<file path="src/rtl/spi_arb_pkg.sv">
// Shared types and constants for the SPI transfer arbiter.
//   arb_state_e     : arbiter FSM state encoding (3 bits)
//   SPI_DW / DVSR_W : SPI frame width and sclk divisor width
//   RX_TIMEOUT_FILL : rx byte returned when the watchdog aborts a transfer
package spi_arb_pkg;

  localparam int unsigned SPI_DW = 8;
  localparam int unsigned DVSR_W = 16;

  localparam logic [SPI_DW-1:0] RX_TIMEOUT_FILL = 8'hFF;

  typedef enum logic [2:0] {
    IDLE  = 3'd0,
    SETUP = 3'd1,
    START = 3'd2,
    WAIT  = 3'd3,
    DONE  = 3'd4
  } arb_state_e;

endpackage

</file>
<file path="src/rtl/spi_xfer_arbiter_if.sv">
// Bus bundle between the clients, the arbiter and the SPI master.
//   client side : req, req_data, req_cpol, req_cpha, req_dvsr -> gnt, ack, rx_data, busy
//   master side : spi_start, spi_din, spi_dvsr, spi_cpol, spi_cpha -> spi_done, spi_dout
//   err         : present only when SPI_TIMEOUT_EN is defined
// modport master = arbiter view, modport slave = environment (clients + SPI master) view.
interface spi_xfer_arbiter_if
  import spi_arb_pkg::*;
#(
  parameter int unsigned NREQ = 4
);

  logic [NREQ-1:0]                 req;
  logic [NREQ-1:0][SPI_DW-1:0]     req_data;
  logic [NREQ-1:0]                 req_cpol;
  logic [NREQ-1:0]                 req_cpha;
  logic [NREQ-1:0][DVSR_W-1:0]     req_dvsr;
  logic [NREQ-1:0]                 gnt;
  logic [NREQ-1:0]                 ack;
  logic [SPI_DW-1:0]               rx_data;
  logic                            busy;
  logic                            spi_start;
  logic [SPI_DW-1:0]               spi_din;
  logic [DVSR_W-1:0]               spi_dvsr;
  logic                            spi_cpol;
  logic                            spi_cpha;
  logic                            spi_done;
  logic [SPI_DW-1:0]               spi_dout;
`ifdef SPI_TIMEOUT_EN
  logic                            err;
`endif

  modport master (
    input  req, req_data, req_cpol, req_cpha, req_dvsr, spi_done, spi_dout,
    output gnt, ack, rx_data, busy, spi_start, spi_din, spi_dvsr, spi_cpol, spi_cpha
`ifdef SPI_TIMEOUT_EN
    , output err
`endif
  );

  modport slave (
    output req, req_data, req_cpol, req_cpha, req_dvsr, spi_done, spi_dout,
    input  gnt, ack, rx_data, busy, spi_start, spi_din, spi_dvsr, spi_cpol, spi_cpha
`ifdef SPI_TIMEOUT_EN
    , input err
`endif
  );

endinterface

</file>
<file path="src/rtl/spi_xfer_arbiter_rr_arbiter.sv">
// Combinational round-robin picker: first set req bit at or above ptr, wrapping.
//   req_i   : request vector
//   ptr_i   : highest-priority index
//   gnt_c_o : one-hot winner (zero when no request)
//   idx_c_o : winner index
//   any_c_o : at least one request present
module rr_arbiter #(
  parameter  int unsigned NREQ = 4,
  localparam int unsigned IW   = $clog2(NREQ)
) (
  input  logic [NREQ-1:0] req_i,
  input  logic [IW-1:0]   ptr_i,
  output logic [NREQ-1:0] gnt_c_o,
  output logic [IW-1:0]   idx_c_o,
  output logic            any_c_o
);

  logic [IW-1:0] cand;

  // Scan NREQ slots starting at ptr; the first hit wins.
  always_comb begin
    cand    = '0;
    any_c_o = 1'b0;
    idx_c_o = '0;
    gnt_c_o = '0;
    for (int unsigned k = 0; k < NREQ; k++) begin
      cand = IW'((32'(ptr_i) + k) % NREQ);
      if (!any_c_o && req_i[cand]) begin
        any_c_o = 1'b1;
        idx_c_o = cand;
      end
    end
    gnt_c_o[idx_c_o] = any_c_o;
  end

endmodule

</file>
<file path="src/rtl/spi_xfer_arbiter.sv">
// Shares one SPI master among NREQ requesters with round-robin arbitration.
// Latches the winner's tx byte and mode/rate, pulses spi_start, waits for
// spi_done and returns the rx byte with a one-cycle ack.
//   clk, rst : system clock, asynchronous active-high reset
//   bus      : spi_xfer_arbiter_if.master (client handshake + SPI master controls)
// Optional: SPI_TIMEOUT_EN adds a WAIT watchdog of TIMEOUT_CYCLES and the err output.
module spi_xfer_arbiter
  import spi_arb_pkg::*;
#(
  parameter int unsigned NREQ           = 4,
  parameter int unsigned TIMEOUT_CYCLES = 65535
) (
  input  logic                    clk,
  input  logic                    rst,
  spi_xfer_arbiter_if.master      bus
);

  localparam int unsigned IW = $clog2(NREQ);

  if (NREQ < 2 || NREQ > 8) begin : g_bad_nreq
    $error("spi_xfer_arbiter: NREQ must be 2..8");
  end
  if (TIMEOUT_CYCLES < 1 || TIMEOUT_CYCLES > 65535) begin : g_bad_timeout
    $error("spi_xfer_arbiter: TIMEOUT_CYCLES must be 1..65535");
  end

  arb_state_e          state_q, state_d;
  logic [NREQ-1:0]     gnt_q,   gnt_d;
  logic [NREQ-1:0]     ack_q,   ack_d;
  logic                busy_q,  busy_d;
  logic                start_q, start_d;
  logic [SPI_DW-1:0]   din_q,   din_d;
  logic [DVSR_W-1:0]   dvsr_q,  dvsr_d;
  logic                cpol_q,  cpol_d;
  logic                cpha_q,  cpha_d;
  logic [SPI_DW-1:0]   rx_q,    rx_d;
  logic [IW-1:0]       ptr_q,   ptr_d;
  logic [IW-1:0]       idx_q,   idx_d;

  logic [NREQ-1:0]     arb_gnt;
  logic [IW-1:0]       arb_idx;
  logic                arb_any;

`ifdef SPI_TIMEOUT_EN
  localparam int unsigned WDOG_W = 16;
  logic [WDOG_W-1:0]   wdog_q, wdog_d;
  logic                err_q,  err_d;
`endif

  rr_arbiter #(.NREQ(NREQ)) u_rr (
    .req_i   (bus.req),
    .ptr_i   (ptr_q),
    .gnt_c_o (arb_gnt),
    .idx_c_o (arb_idx),
    .any_c_o (arb_any)
  );

  // State and output registers.
  always_ff @(posedge clk or posedge rst) begin
    if (rst) begin
      state_q <= IDLE;
      gnt_q   <= '0;
      ack_q   <= '0;
      busy_q  <= 1'b0;
      start_q <= 1'b0;
      din_q   <= '0;
      dvsr_q  <= '0;
      cpol_q  <= 1'b0;
      cpha_q  <= 1'b0;
      rx_q    <= '0;
      ptr_q   <= '0;
      idx_q   <= '0;
`ifdef SPI_TIMEOUT_EN
      wdog_q  <= '0;
      err_q   <= 1'b0;
`endif
    end else begin
      state_q <= state_d;
      gnt_q   <= gnt_d;
      ack_q   <= ack_d;
      busy_q  <= busy_d;
      start_q <= start_d;
      din_q   <= din_d;
      dvsr_q  <= dvsr_d;
      cpol_q  <= cpol_d;
      cpha_q  <= cpha_d;
      rx_q    <= rx_d;
      ptr_q   <= ptr_d;
      idx_q   <= idx_d;
`ifdef SPI_TIMEOUT_EN
      wdog_q  <= wdog_d;
      err_q   <= err_d;
`endif
    end
  end

  // Next-state and next-output logic; pulses (ack, start, err) default low.
  always_comb begin
    state_d = state_q;
    gnt_d   = gnt_q;
    ack_d   = '0;
    busy_d  = busy_q;
    start_d = 1'b0;
    din_d   = din_q;
    dvsr_d  = dvsr_q;
    cpol_d  = cpol_q;
    cpha_d  = cpha_q;
    rx_d    = rx_q;
    ptr_d   = ptr_q;
    idx_d   = idx_q;
`ifdef SPI_TIMEOUT_EN
    wdog_d  = '0;
    err_d   = 1'b0;
`endif

    unique case (state_q)
      IDLE: begin
        // Config is captured only here, so later req_* changes are ignored.
        if (arb_any) begin
          gnt_d   = arb_gnt;
          idx_d   = arb_idx;
          din_d   = bus.req_data[arb_idx];
          dvsr_d  = bus.req_dvsr[arb_idx];
          cpol_d  = bus.req_cpol[arb_idx];
          cpha_d  = bus.req_cpha[arb_idx];
          busy_d  = 1'b1;
          state_d = SETUP;
        end
      end
      SETUP: begin
        start_d = 1'b1;
        state_d = START;
      end
      START: begin
        state_d = WAIT;
      end
      WAIT: begin
        if (bus.spi_done) begin
          rx_d    = bus.spi_dout;
          ack_d   = gnt_q;
          state_d = DONE;
        end
`ifdef SPI_TIMEOUT_EN
        else if (wdog_q == WDOG_W'(TIMEOUT_CYCLES - 1)) begin
          rx_d    = RX_TIMEOUT_FILL;
          ack_d   = gnt_q;
          err_d   = 1'b1;
          state_d = DONE;
        end else begin
          wdog_d  = wdog_q + WDOG_W'(1);
        end
`endif
      end
      DONE: begin
        // Winner drops to lowest priority for the next round.
        ptr_d   = (idx_q == IW'(NREQ - 1)) ? '0 : idx_q + IW'(1);
        gnt_d   = '0;
        busy_d  = 1'b0;
        state_d = IDLE;
      end
      default: begin
        state_d = IDLE;
      end
    endcase
  end

  assign bus.gnt       = gnt_q;
  assign bus.ack       = ack_q;
  assign bus.busy      = busy_q;
  assign bus.rx_data   = rx_q;
  assign bus.spi_start = start_q;
  assign bus.spi_din   = din_q;
  assign bus.spi_dvsr  = dvsr_q;
  assign bus.spi_cpol  = cpol_q;
  assign bus.spi_cpha  = cpha_q;
`ifdef SPI_TIMEOUT_EN
  assign bus.err       = err_q;
`endif

endmodule

</file>
<file path="src/flat_wrapper.sv">
// flat-port wrapper written by rule: the top's interface ports become plain ports
module spi_xfer_arbiter_flat import spi_arb_pkg::*;
#(
  parameter int unsigned NREQ           = 4,
  parameter int unsigned TIMEOUT_CYCLES = 65535
)
  (clk, rst, bus_req, bus_req_data, bus_req_cpol, bus_req_cpha, bus_req_dvsr, bus_spi_done, bus_spi_dout, bus_gnt, bus_ack, bus_rx_data, bus_busy, bus_spi_start, bus_spi_din, bus_spi_dvsr, bus_spi_cpol, bus_spi_cpha);
  spi_xfer_arbiter_if #(.NREQ(NREQ)) bus_i ();
  input  logic clk;
  input  logic rst;
  input wire logic [$bits(bus_i.req)-1:0] bus_req;
  input wire logic [$bits(bus_i.req_data)-1:0] bus_req_data;
  input wire logic [$bits(bus_i.req_cpol)-1:0] bus_req_cpol;
  input wire logic [$bits(bus_i.req_cpha)-1:0] bus_req_cpha;
  input wire logic [$bits(bus_i.req_dvsr)-1:0] bus_req_dvsr;
  input wire logic [$bits(bus_i.spi_done)-1:0] bus_spi_done;
  input wire logic [$bits(bus_i.spi_dout)-1:0] bus_spi_dout;
  output wire logic [$bits(bus_i.gnt)-1:0] bus_gnt;
  output wire logic [$bits(bus_i.ack)-1:0] bus_ack;
  output wire logic [$bits(bus_i.rx_data)-1:0] bus_rx_data;
  output wire logic [$bits(bus_i.busy)-1:0] bus_busy;
  output wire logic [$bits(bus_i.spi_start)-1:0] bus_spi_start;
  output wire logic [$bits(bus_i.spi_din)-1:0] bus_spi_din;
  output wire logic [$bits(bus_i.spi_dvsr)-1:0] bus_spi_dvsr;
  output wire logic [$bits(bus_i.spi_cpol)-1:0] bus_spi_cpol;
  output wire logic [$bits(bus_i.spi_cpha)-1:0] bus_spi_cpha;
  assign bus_i.req = bus_req;
  assign bus_i.req_data = bus_req_data;
  assign bus_i.req_cpol = bus_req_cpol;
  assign bus_i.req_cpha = bus_req_cpha;
  assign bus_i.req_dvsr = bus_req_dvsr;
  assign bus_i.spi_done = bus_spi_done;
  assign bus_i.spi_dout = bus_spi_dout;
  assign bus_gnt = bus_i.gnt;
  assign bus_ack = bus_i.ack;
  assign bus_rx_data = bus_i.rx_data;
  assign bus_busy = bus_i.busy;
  assign bus_spi_start = bus_i.spi_start;
  assign bus_spi_din = bus_i.spi_din;
  assign bus_spi_dvsr = bus_i.spi_dvsr;
  assign bus_spi_cpol = bus_i.spi_cpol;
  assign bus_spi_cpha = bus_i.spi_cpha;
  spi_xfer_arbiter #(.NREQ(NREQ), .TIMEOUT_CYCLES(TIMEOUT_CYCLES)) u_core (.clk(clk), .rst(rst), .bus(bus_i));
endmodule
</file>
<file path="config.mk">
export PLATFORM = sky130hd
export DESIGN_NAME = spi_xfer_arbiter_flat
export DESIGN_NICKNAME = d
export VERILOG_FILES = /design/src/rtl/spi_arb_pkg.sv /design/src/rtl/spi_xfer_arbiter_if.sv /design/src/rtl/spi_xfer_arbiter_rr_arbiter.sv /design/src/rtl/spi_xfer_arbiter.sv /design/src/flat_wrapper.sv
export SDC_FILE = /design/constraint.sdc
export NUM_CORES = 1
export LEC_CHECK = 0
export CAP_MARGIN = 20
export CORE_MARGIN = 3
export CORE_UTILIZATION = 25
export DETAILED_ROUTE_END_ITERATION = 16
export GPL_TIMING_DRIVEN = 0
export PLACE_DENSITY = 0.58
export SLEW_MARGIN = 20
export SYNTH_ARGS = -nofsm -noshare
export SYNTH_HDL_FRONTEND = slang
export SYNTH_SLANG_ARGS = --single-unit
</file>
<file path="constraint.sdc">
create_clock -name clk -period 5.1 [get_ports clk]
set_clock_uncertainty 0.2 [all_clocks]
set_input_delay 0.765 -clock clk [delete_from_list [all_inputs] [get_ports clk]]
set_output_delay 0.765 -clock clk [all_outputs]
set_load 0.01 [all_outputs]
</file>
== After elaboration in Yosys (flattened, before gate mapping) ==
Index checks and enable logic that the tools add are counted.

* Add/sub/neg operators: 4
* Order comparisons: 6
* Eq/ne operators: 7
* Muxes and demuxes: 37
* Bitwise logic cells: 1
* Reductions and logical operators: 13

{| class="wikitable"
|+ Operators with widths
! kind !! count
|-
| 16-bit binary-select mux with 2-bit select || 1
|-
| 8-bit binary-select mux with 2-bit select || 1
|-
| 16-bit two-way mux || 1
|-
| 2-bit by 3-bit < comparator with 1-bit output, second input constant || 5
|-
| 1-bit two-way mux || 13
|-
| 1-bit binary-select mux with 2-bit select || 6
|-
| 4-bit two-way mux || 3
|-
| 3-bit case mux with 4 select lines || 1
|-
| 2-bit two-way mux || 5
|-
| 8-bit two-way mux || 1
|-
| 4-bit case mux with 2 select lines || 1
|-
| 2-bit AND reduction || 4
|-
| 3-bit by 2-bit == test with 1-bit output, second input constant || 2
|-
| 3-bit two-way mux || 2
|-
| 2-bit by 1-bit adder with 2-bit output, second input constant || 2
|-
| 2-bit adder, second input constant || 2
|-
| 4-bit bitwise AND || 1
|-
| 1-bit logical AND || 4
|-
| 3-bit by 1-bit == test with 1-bit output, second input constant || 1
|-
| 3-bit == test, second input constant || 1
|-
| 1-bit zero test || 3
|-
| 3-bit zero test || 1
|-
| 1-bit demux with 2-bit select || 1
|-
| 2-bit == test, second input constant || 1
|-
| other kinds (5) || 5
|}

* Bits in registers: 51
* Input bits: 119
* Output and inout port bits: 44
* Logic and storage cells: 80

== Logic depth before layout (Yosys ltp) ==
Gate-level depths: netlist (run 1).

* Word-level depth: 19
* Mapped depth: 8
* Depth with buffers taken out: 5

== Cells and area by module ==
Synthesis (run 1) repeated with hierarchy kept, for this count alone.

* Cells, all modules: 194
* Area, all modules: 2909.0 um^2

{| class="wikitable"
|+ By module, submodules not included
! module !! instances !! cells an instance !! area an instance (um^2)
|-
| spi_xfer_arbiter || 1 || 162 || 2726.4
|-
| rr_arbiter || 1 || 32 || 182.7
|}

== Worst setup path after synthesis (run 1) ==
OpenSTA, ideal clock, no wires.

* Path type: in2reg
* Start: input bus_req[3]
* End: register u_core.din_q[2] (netlist: u_core.bus.spi_din[2])
* Setup time: 131 ps
* Data arrival time: 1988 ps
* Path slack: 2781 ps
* Stages: 7
* Buffers on the path: 3
* Path through: clkbuf_2 > nor4_1 > or4_1 > buf_6 > buf_8 > a221oi_1 > a31oi_1

* Cells in the longest elaborated chain, start to end: 14
* Elaborated cells between the ends (all ways): 25

{| class="wikitable"
|+ Ends and longest elaborated chain
! element !! line !! source
|-
| start, declared || flat_wrapper.sv:11 || <nowiki>input wire logic [$bits(bus_i.req)-1:0] bus_req;</nowiki>
|-
| 1-bit binary-select mux with 2-bit select || spi_xfer_arbiter_rr_arbiter.sv:28 || <nowiki>if (!any_c_o && req_i[cand]) begin</nowiki>
|-
| 1-bit two-way mux (implied by the code) || spi_xfer_arbiter_rr_arbiter.sv:28 ||
|-
| 1-bit two-way mux || spi_xfer_arbiter_rr_arbiter.sv:28 ||
|-
| 1-bit zero test || spi_xfer_arbiter_rr_arbiter.sv:28 ||
|-
| 1-bit logical AND || spi_xfer_arbiter_rr_arbiter.sv:28 ||
|-
| 1-bit two-way mux || spi_xfer_arbiter_rr_arbiter.sv:28 ||
|-
| 1-bit zero test || spi_xfer_arbiter_rr_arbiter.sv:28 ||
|-
| 1-bit logical AND || spi_xfer_arbiter_rr_arbiter.sv:28 ||
|-
| 1-bit two-way mux || spi_xfer_arbiter_rr_arbiter.sv:28 ||
|-
| 1-bit zero test || spi_xfer_arbiter_rr_arbiter.sv:28 ||
|-
| 1-bit logical AND || spi_xfer_arbiter_rr_arbiter.sv:28 ||
|-
| 2-bit two-way mux || spi_xfer_arbiter_rr_arbiter.sv:28 ||
|-
| 8-bit binary-select mux with 2-bit select || spi_xfer_arbiter.sv:122 || <nowiki>din_d = bus.req_data[arb_idx];</nowiki>
|-
| 8-bit two-way mux (implied by the code) || spi_xfer_arbiter.sv:122 ||
|-
| end signal, assigned || spi_xfer_arbiter.sv:83 || <nowiki>din_q <= din_d;</nowiki>
|-
| end, declared || spi_xfer_arbiter.sv:32 || <nowiki>logic [SPI_DW-1:0] din_q, din_d;</nowiki>
|}

Several ways; a longest one is shown, not always the timed one. The select of a mux whose other input is x is not followed.
A chain may end at the register's enable or synchronous reset.

== Worst setup path after layout (run 1) ==
* Start: input bus_req[0]
* End: register u_core.dvsr_q[10] (netlist: u_core.bus.spi_dvsr[10])

* Cells in the longest elaborated chain, start to end: 14
* Elaborated cells between the ends (all ways): 25

{| class="wikitable"
|+ Ends and longest elaborated chain
! element !! line !! source
|-
| 1-bit binary-select mux with 2-bit select || spi_xfer_arbiter_rr_arbiter.sv:28 ||
|-
| 1-bit two-way mux (implied by the code) || spi_xfer_arbiter_rr_arbiter.sv:28 ||
|-
| 1-bit two-way mux || spi_xfer_arbiter_rr_arbiter.sv:28 ||
|-
| 1-bit zero test || spi_xfer_arbiter_rr_arbiter.sv:28 ||
|-
| 1-bit logical AND || spi_xfer_arbiter_rr_arbiter.sv:28 ||
|-
| 1-bit two-way mux || spi_xfer_arbiter_rr_arbiter.sv:28 ||
|-
| 1-bit zero test || spi_xfer_arbiter_rr_arbiter.sv:28 ||
|-
| 1-bit logical AND || spi_xfer_arbiter_rr_arbiter.sv:28 ||
|-
| 1-bit two-way mux || spi_xfer_arbiter_rr_arbiter.sv:28 ||
|-
| 1-bit zero test || spi_xfer_arbiter_rr_arbiter.sv:28 ||
|-
| 1-bit logical AND || spi_xfer_arbiter_rr_arbiter.sv:28 ||
|-
| 2-bit two-way mux || spi_xfer_arbiter_rr_arbiter.sv:28 ||
|-
| 16-bit binary-select mux with 2-bit select || spi_xfer_arbiter.sv:123 || <nowiki>dvsr_d = bus.req_dvsr[arb_idx];</nowiki>
|-
| 16-bit two-way mux (implied by the code) || spi_xfer_arbiter.sv:123 ||
|-
| end signal, assigned || spi_xfer_arbiter.sv:84 || <nowiki>dvsr_q <= dvsr_d;</nowiki>
|-
| end, declared || spi_xfer_arbiter.sv:33 || <nowiki>logic [DVSR_W-1:0] dvsr_q, dvsr_d;</nowiki>
|}

Several ways; a longest one is shown, not always the timed one. The select of a mux whose other input is x is not followed.

==> results of run 1 <==
[layout make-up]
type,count,area (sq um)
inverter,7,28.78
clock inverter,2,37.54
clock buffer,5,68.82
multi-input combinational,217,1244
sequential,51,1276
buffer,24,156.4
fill,1041,5823
timing repair buffer,161,1612
tap,136,170.2
[worst min-delay path by stage]
stage | slack, ps | cells past startpoint | end | from
2_1_floorplan | 250 | 2 | u_core.idx_q[1]$_DFFE_PP0P_ | u_core.idx_q[1]$_DFFE_PP0P_
3_3_place_gp | 260 | 2 | u_core.bus.rx_data[5]$_DFFE_PP0P_ | u_core.bus.rx_data[5]$_DFFE_PP0P_
3_5_place_dp | 260 | 2 | u_core.bus.busy$_DFFE_PP0P_ | u_core.bus.busy$_DFFE_PP0P_
4_1_cts | 290 | 2 | u_core.bus.busy$_DFFE_PP0P_ | u_core.bus.busy$_DFFE_PP0P_
5_1_grt | 310 | 2 | u_core.bus.busy$_DFFE_PP0P_ | u_core.bus.busy$_DFFE_PP0P_
6_report | 280 | 2 | u_core.bus.busy$_DFFE_PP0P_ | u_core.bus.busy$_DFFE_PP0P_
[metal layers]
metal  track usage, %  wire, microns  vias up
met5                0              0        -
met4            4.185            146        0
met3            4.543            888       13
met2            29.03           4893      128
met1            22.55           4484     1342
li1                 -              -     1436
[cells in the final DEF, fill, tap and decap left out, types with 2 or more instances in the layout]
| master | synthesis | routed |
|---|---|---|
| nand2_1 | 42 | 42 |
| o21ai_0 | 5 | 5 |
| nor2_1 | 28 | 28 |
| clkbuf_1 | 4 | 4 |
| and2_1 | 5 | 5 |
| a221oi_2 | 3 | 3 |
| a21oi_1 | 6 | 6 |
| a221oi_1 | 23 | 23 |
| clkbuf_8 | 0 | 5 |
| nand3_1 | 56 | 56 |
| a31oi_1 | 26 | 26 |
| inv_1 | 7 | 6 |
| clkdlybuf4s50_1 | 0 | 161 |
| nor4_1 | 2 | 2 |
| buf_2 | 10 | 10 |
| dfrtp_1 | 51 | 51 |
| buf_4 | 5 | 5 |
| buf_6 | 3 | 3 |
[registers in the layout, indices dropped and copies added, names as in the netlist]
register / cells
u_core.bus.spi_cpha: 1
u_core.state_q: 3
u_core.bus.gnt: 4
u_core.bus.ack: 4
u_core.bus.spi_start: 1
u_core.bus.busy: 1
u_core.bus.spi_din: 8
u_core.ptr_q: 2
u_core.bus.spi_cpol: 1
u_core.bus.spi_dvsr: 16
u_core.idx_q: 2
u_core.bus.rx_data: 8
[worst max-delay path: cells and delay by family]
kind / cells / cell delay, ps
buffers and inverters: 1 / 540
AO/OA/AOI/OAI: 5 / 1580
[cells by family after synthesis]
kind of cell / count (synthesis) / synth area share, %
simple gates: 141 / 23.70
compound gates: 73 / 21.07
flops: 51 / 47.22
buf+inv: 31 / 6.759
mux: 2 / 0.7870
fa+ha+maj: 1 / 0.4629
[power groups by stage]
| stage | Combinational (mW) | Clock [mW] | Sequential (mW) |
|---|---|---|---|
| 4_1_cts | 1.26 | 0.294 | 0.700 |
| 2_1_floorplan | 0.572 | 0 | 0.768 |
| 3_3_place_gp | 1.25 | 0 | 0.696 |
| 5_1_grt | 1.37 | 0.313 | 0.724 |
| 6_report | 1.24 | 0.286 | 0.699 |
| 3_5_place_dp | 1.26 | 0 | 0.705 |
==> impl_metrics.prom, run 1 <==
# TYPE chip_impl_metric gauge
chip_impl_info{name="worstSetupEndpointType",value="register"} 1
chip_impl_info{name="cts_tree",value="yes"} 1
chip_impl_metric{name="cts-resized-gates",unit=""} 0
chip_impl_metric{name="synthDominantCellAreaShare",unit="%"} 47.22
chip_impl_metric{name="cts_max_path_buffers",unit=""} 2
chip_impl_metric{name="sequentialPowerShare",unit="%"} 31.4
chip_impl_metric{name="setup_violations",unit=""} 0
chip_impl_metric{name="number_of_hold_buffers_added_after_cts",unit=""} 0
chip_impl_metric{name="yosysWarnings",unit=""} 0
chip_impl_metric{name="dp_hpwl",unit="microns"} 7774
chip_impl_metric{name="critPathMaxFanout",unit=""} 9
chip_impl_metric{name="ff2ff_setup_slack",unit="ps"} 2770
chip_impl_info{name="cts_root_buffer",value="clkbuf_8"} 1
chip_impl_metric{name="globalRouteTotalUtil",unit="%"} 17.42
chip_impl_metric{name="timing.slew.headroom",unit="%"} 29.98
chip_impl_metric{name="area_growth_from_synthesis_to_layout",unit="%"} 69.95
chip_impl_metric{name="floorplan.initialDensity",unit="%"} 25.95
chip_impl_metric{name="pre_antenna_drt_iters",unit=""} 5
chip_impl_info{name="ys.flop_type",value="dfrtp_1"} 1
chip_impl_metric{name="cap_viol_max_count",unit=""} 0
chip_impl_info{name="crit_type",value="in -> reg"} 1
chip_impl_info{name="setup.worst_path.start",value="bus_req[0]"} 1
chip_impl_metric{name="wl_per_cell",unit="microns"} 17.27
chip_impl_metric{name="ys_ff_latch",unit=""} 51
chip_impl_info{name="worst_setup_path_start_kind",value="primary input"} 1
chip_impl_metric{name="netSwitchingFraction",unit="%"} 39.49
chip_impl_info{name="rsz0062_at_grt",value="false"} 1
chip_impl_metric{name="grt_remaining_overflow",unit=""} 0
chip_impl_metric{name="final-max-slew-violation-count",unit=""} 0
chip_impl_metric{name="antenna_left",unit=""} 0
chip_impl_metric{name="pwr-share-clk",unit="%"} 12.8
chip_impl_metric{name="combPwrFrac",unit="%"} 55.8
chip_impl_info{name="worstReg2RegEnd",value="u_core.bus.spi_dvsr[10]$_DFFE_PP0P_"} 1
chip_impl_metric{name="post_cts_setup_inserts",unit=""} 0
chip_impl_metric{name="layout_min_cycle_time",unit="ps"} 2853
chip_impl_metric{name="cts.clk_slew.worst_paths",unit="ps"} 100
chip_impl_metric{name="fp.coreArea",unit="sq um"} 10420
chip_impl_info{name="critPathSlowestCell",value="a21boi_1"} 1
chip_impl_info{name="synth.most_common_cell",value="nand3_1"} 1
chip_impl_metric{name="fp.dieArea",unit="sq um"} 12090
chip_impl_metric{name="pre_cts_slack",unit="ps"} 1924
chip_impl_metric{name="cts-buffers-inserted",unit=""} 5
chip_impl_metric{name="place.detailed.instances",unit=""} 596
chip_impl_metric{name="pwr_density_cell",unit="nW/um^2"} 484.6
chip_impl_metric{name="die_width",unit="microns"} 110.0
chip_impl_metric{name="ys_seq_area_share",unit="%"} 47.22
chip_impl_metric{name="dpl_cell_area",unit="sq um"} 4487
chip_impl_metric{name="utilization",unit="%"} 44.10
chip_impl_metric{name="final_layout_net_count",unit=""} 587
chip_impl_metric{name="remaining_drc_errors",unit=""} 0
chip_impl_metric{name="proportion_of_layout_cells_with_a_drive_suffix_above_1",unit="%"} 7.709
chip_impl_metric{name="cp_data_arrival_time",unit="ps"} 2890
chip_impl_metric{name="clock_sink_count",unit=""} 51
chip_impl_metric{name="total_power",unit="mW"} 2.226
chip_impl_metric{name="ios",unit=""} 163
chip_impl_metric{name="synth_enable_flop_cells",unit=""} 0
chip_impl_metric{name="report.final.hold_viol_count",unit=""} 0
chip_impl_metric{name="cell_area_after_synthesis",unit="sq um"} 2703
chip_impl_info{name="outcome",value="finished, final reports clean"} 1
chip_impl_metric{name="cts_h_tree_lvls",unit=""} 2
chip_impl_metric{name="globalplace.congestion",unit=""} 0.8000
chip_impl_metric{name="wl",unit="microns"} 10410
chip_impl_metric{name="net_count_synth",unit=""} 419
chip_impl_metric{name="average_cell_area_after_synthesis",unit="sq um"} 9.039
chip_impl_metric{name="cp_slowest_stage_delay",unit="ps"} 830
chip_impl_metric{name="core.rowCount",unit=""} 37
chip_impl_metric{name="design_area",unit="sq um"} 4593
chip_impl_metric{name="first_global_vias",unit=""} 3105
chip_impl_info{name="endpoint",value="u_core.bus.spi_dvsr[10]$_DFFE_PP0P_"} 1
chip_impl_metric{name="worst_slack",unit="ps"} 2247
chip_impl_metric{name="switchingPower",unit="mW"} 0.8790
chip_impl_metric{name="insertedDiodeCount",unit=""} 0
chip_impl_metric{name="clock_latency_of_the_later_clocked_register_in_the_worst_skew_pair",unit="ps"} 300
chip_impl_metric{name="port_buffers",unit=""} 161
chip_impl_metric{name="fmaxAchievable",unit="MHz"} 350.6
chip_impl_metric{name="critPathRequiredTime",unit="ps"} 5140
chip_impl_info{name="yosys-top-cells-count",value="56 x nand3_1, 51 x dfrtp_1, 42 x nand2_1"} 1
chip_impl_info{name="top_cells_by_area_synth",value="dfrtp_1 47%, nand3_1 10%, a221oi_1 7.5%, a31oi_1 6.0%, nand2_1 5.8%"} 1
chip_impl_info{name="hold_class",value="reg -> reg"} 1
chip_impl_metric{name="drt_iter0_markers",unit=""} 200
chip_impl_metric{name="layout.cells.non_filler",unit=""} 603
chip_impl_metric{name="routed_via_density",unit=""} 4.841
chip_impl_metric{name="grt_max_degree",unit=""} 52
chip_impl_metric{name="vdd_ir_drop_max",unit="mV"} 0.1599
chip_impl_metric{name="first_pass_grt_wire_length",unit="microns"} 16160
chip_impl_metric{name="die_height",unit="microns"} 110.0
chip_impl_metric{name="intPower",unit="mW"} 1.347
chip_impl_metric{name="final_min_period_over_clock_period",unit="%"} 55.93
chip_impl_metric{name="via_count",unit=""} 2919
chip_impl_metric{name="number_of_antenna_violations_at_the_first_check_in_global_routing",unit=""} 0
chip_impl_metric{name="setup-tns-final",unit="ps"} 0
chip_impl_info{name="worstReg2RegStart",value="u_core.ptr_q[1]$_DFFE_PP0P_"} 1
chip_impl_info{name="timing.critical_path.cells",value="clkdlybuf4s50_1, a21oi_1, o21ai_0, a21boi_1, a221oi_1, a31oi_1"} 1
chip_impl_metric{name="ys_types",unit=""} 39
chip_impl_metric{name="r2r.worst_path.cells",unit=""} 6
chip_impl_metric{name="async_flop_share",unit="%"} 100.0
chip_impl_metric{name="static-leakage-power",unit="nW"} 1.863
chip_impl_metric{name="tightestPinTransition",unit="ps"} 1048
chip_impl_metric{name="whs",unit="ps"} 282.3
chip_impl_info{name="synth_top_cell_by_area",value="dfrtp_1"} 1
chip_impl_metric{name="number_of_standard_cells_after_synthesis",unit=""} 299
No activity file was read; power rests on OpenSTA's default activity.
==> run 2, diff against run 1 <==
==> constraint.sdc (replaced) <==
create_clock -name clk -period 2.7 [get_ports clk]
set_clock_uncertainty 0.2 [all_clocks]
set_input_delay 0.405 -clock clk [delete_from_list [all_inputs] [get_ports clk]]
set_output_delay 0.405 -clock clk [all_outputs]
set_load 0.01 [all_outputs]
==> results of run 2 <==
The final DEF is identical to that of run 1. Status: finished, final reports clean.
Main changes from that run: setup slack after placement 1924 ps -> -116.1 ps; setup slack after layout 2247 ps -> 207.3 ps; register-to-register setup slack 2770 ps -> 370 ps; total power 2.226 mW -> 4.204 mW; worst IR drop on VDD 0.1599 mV -> 0.3020 mV
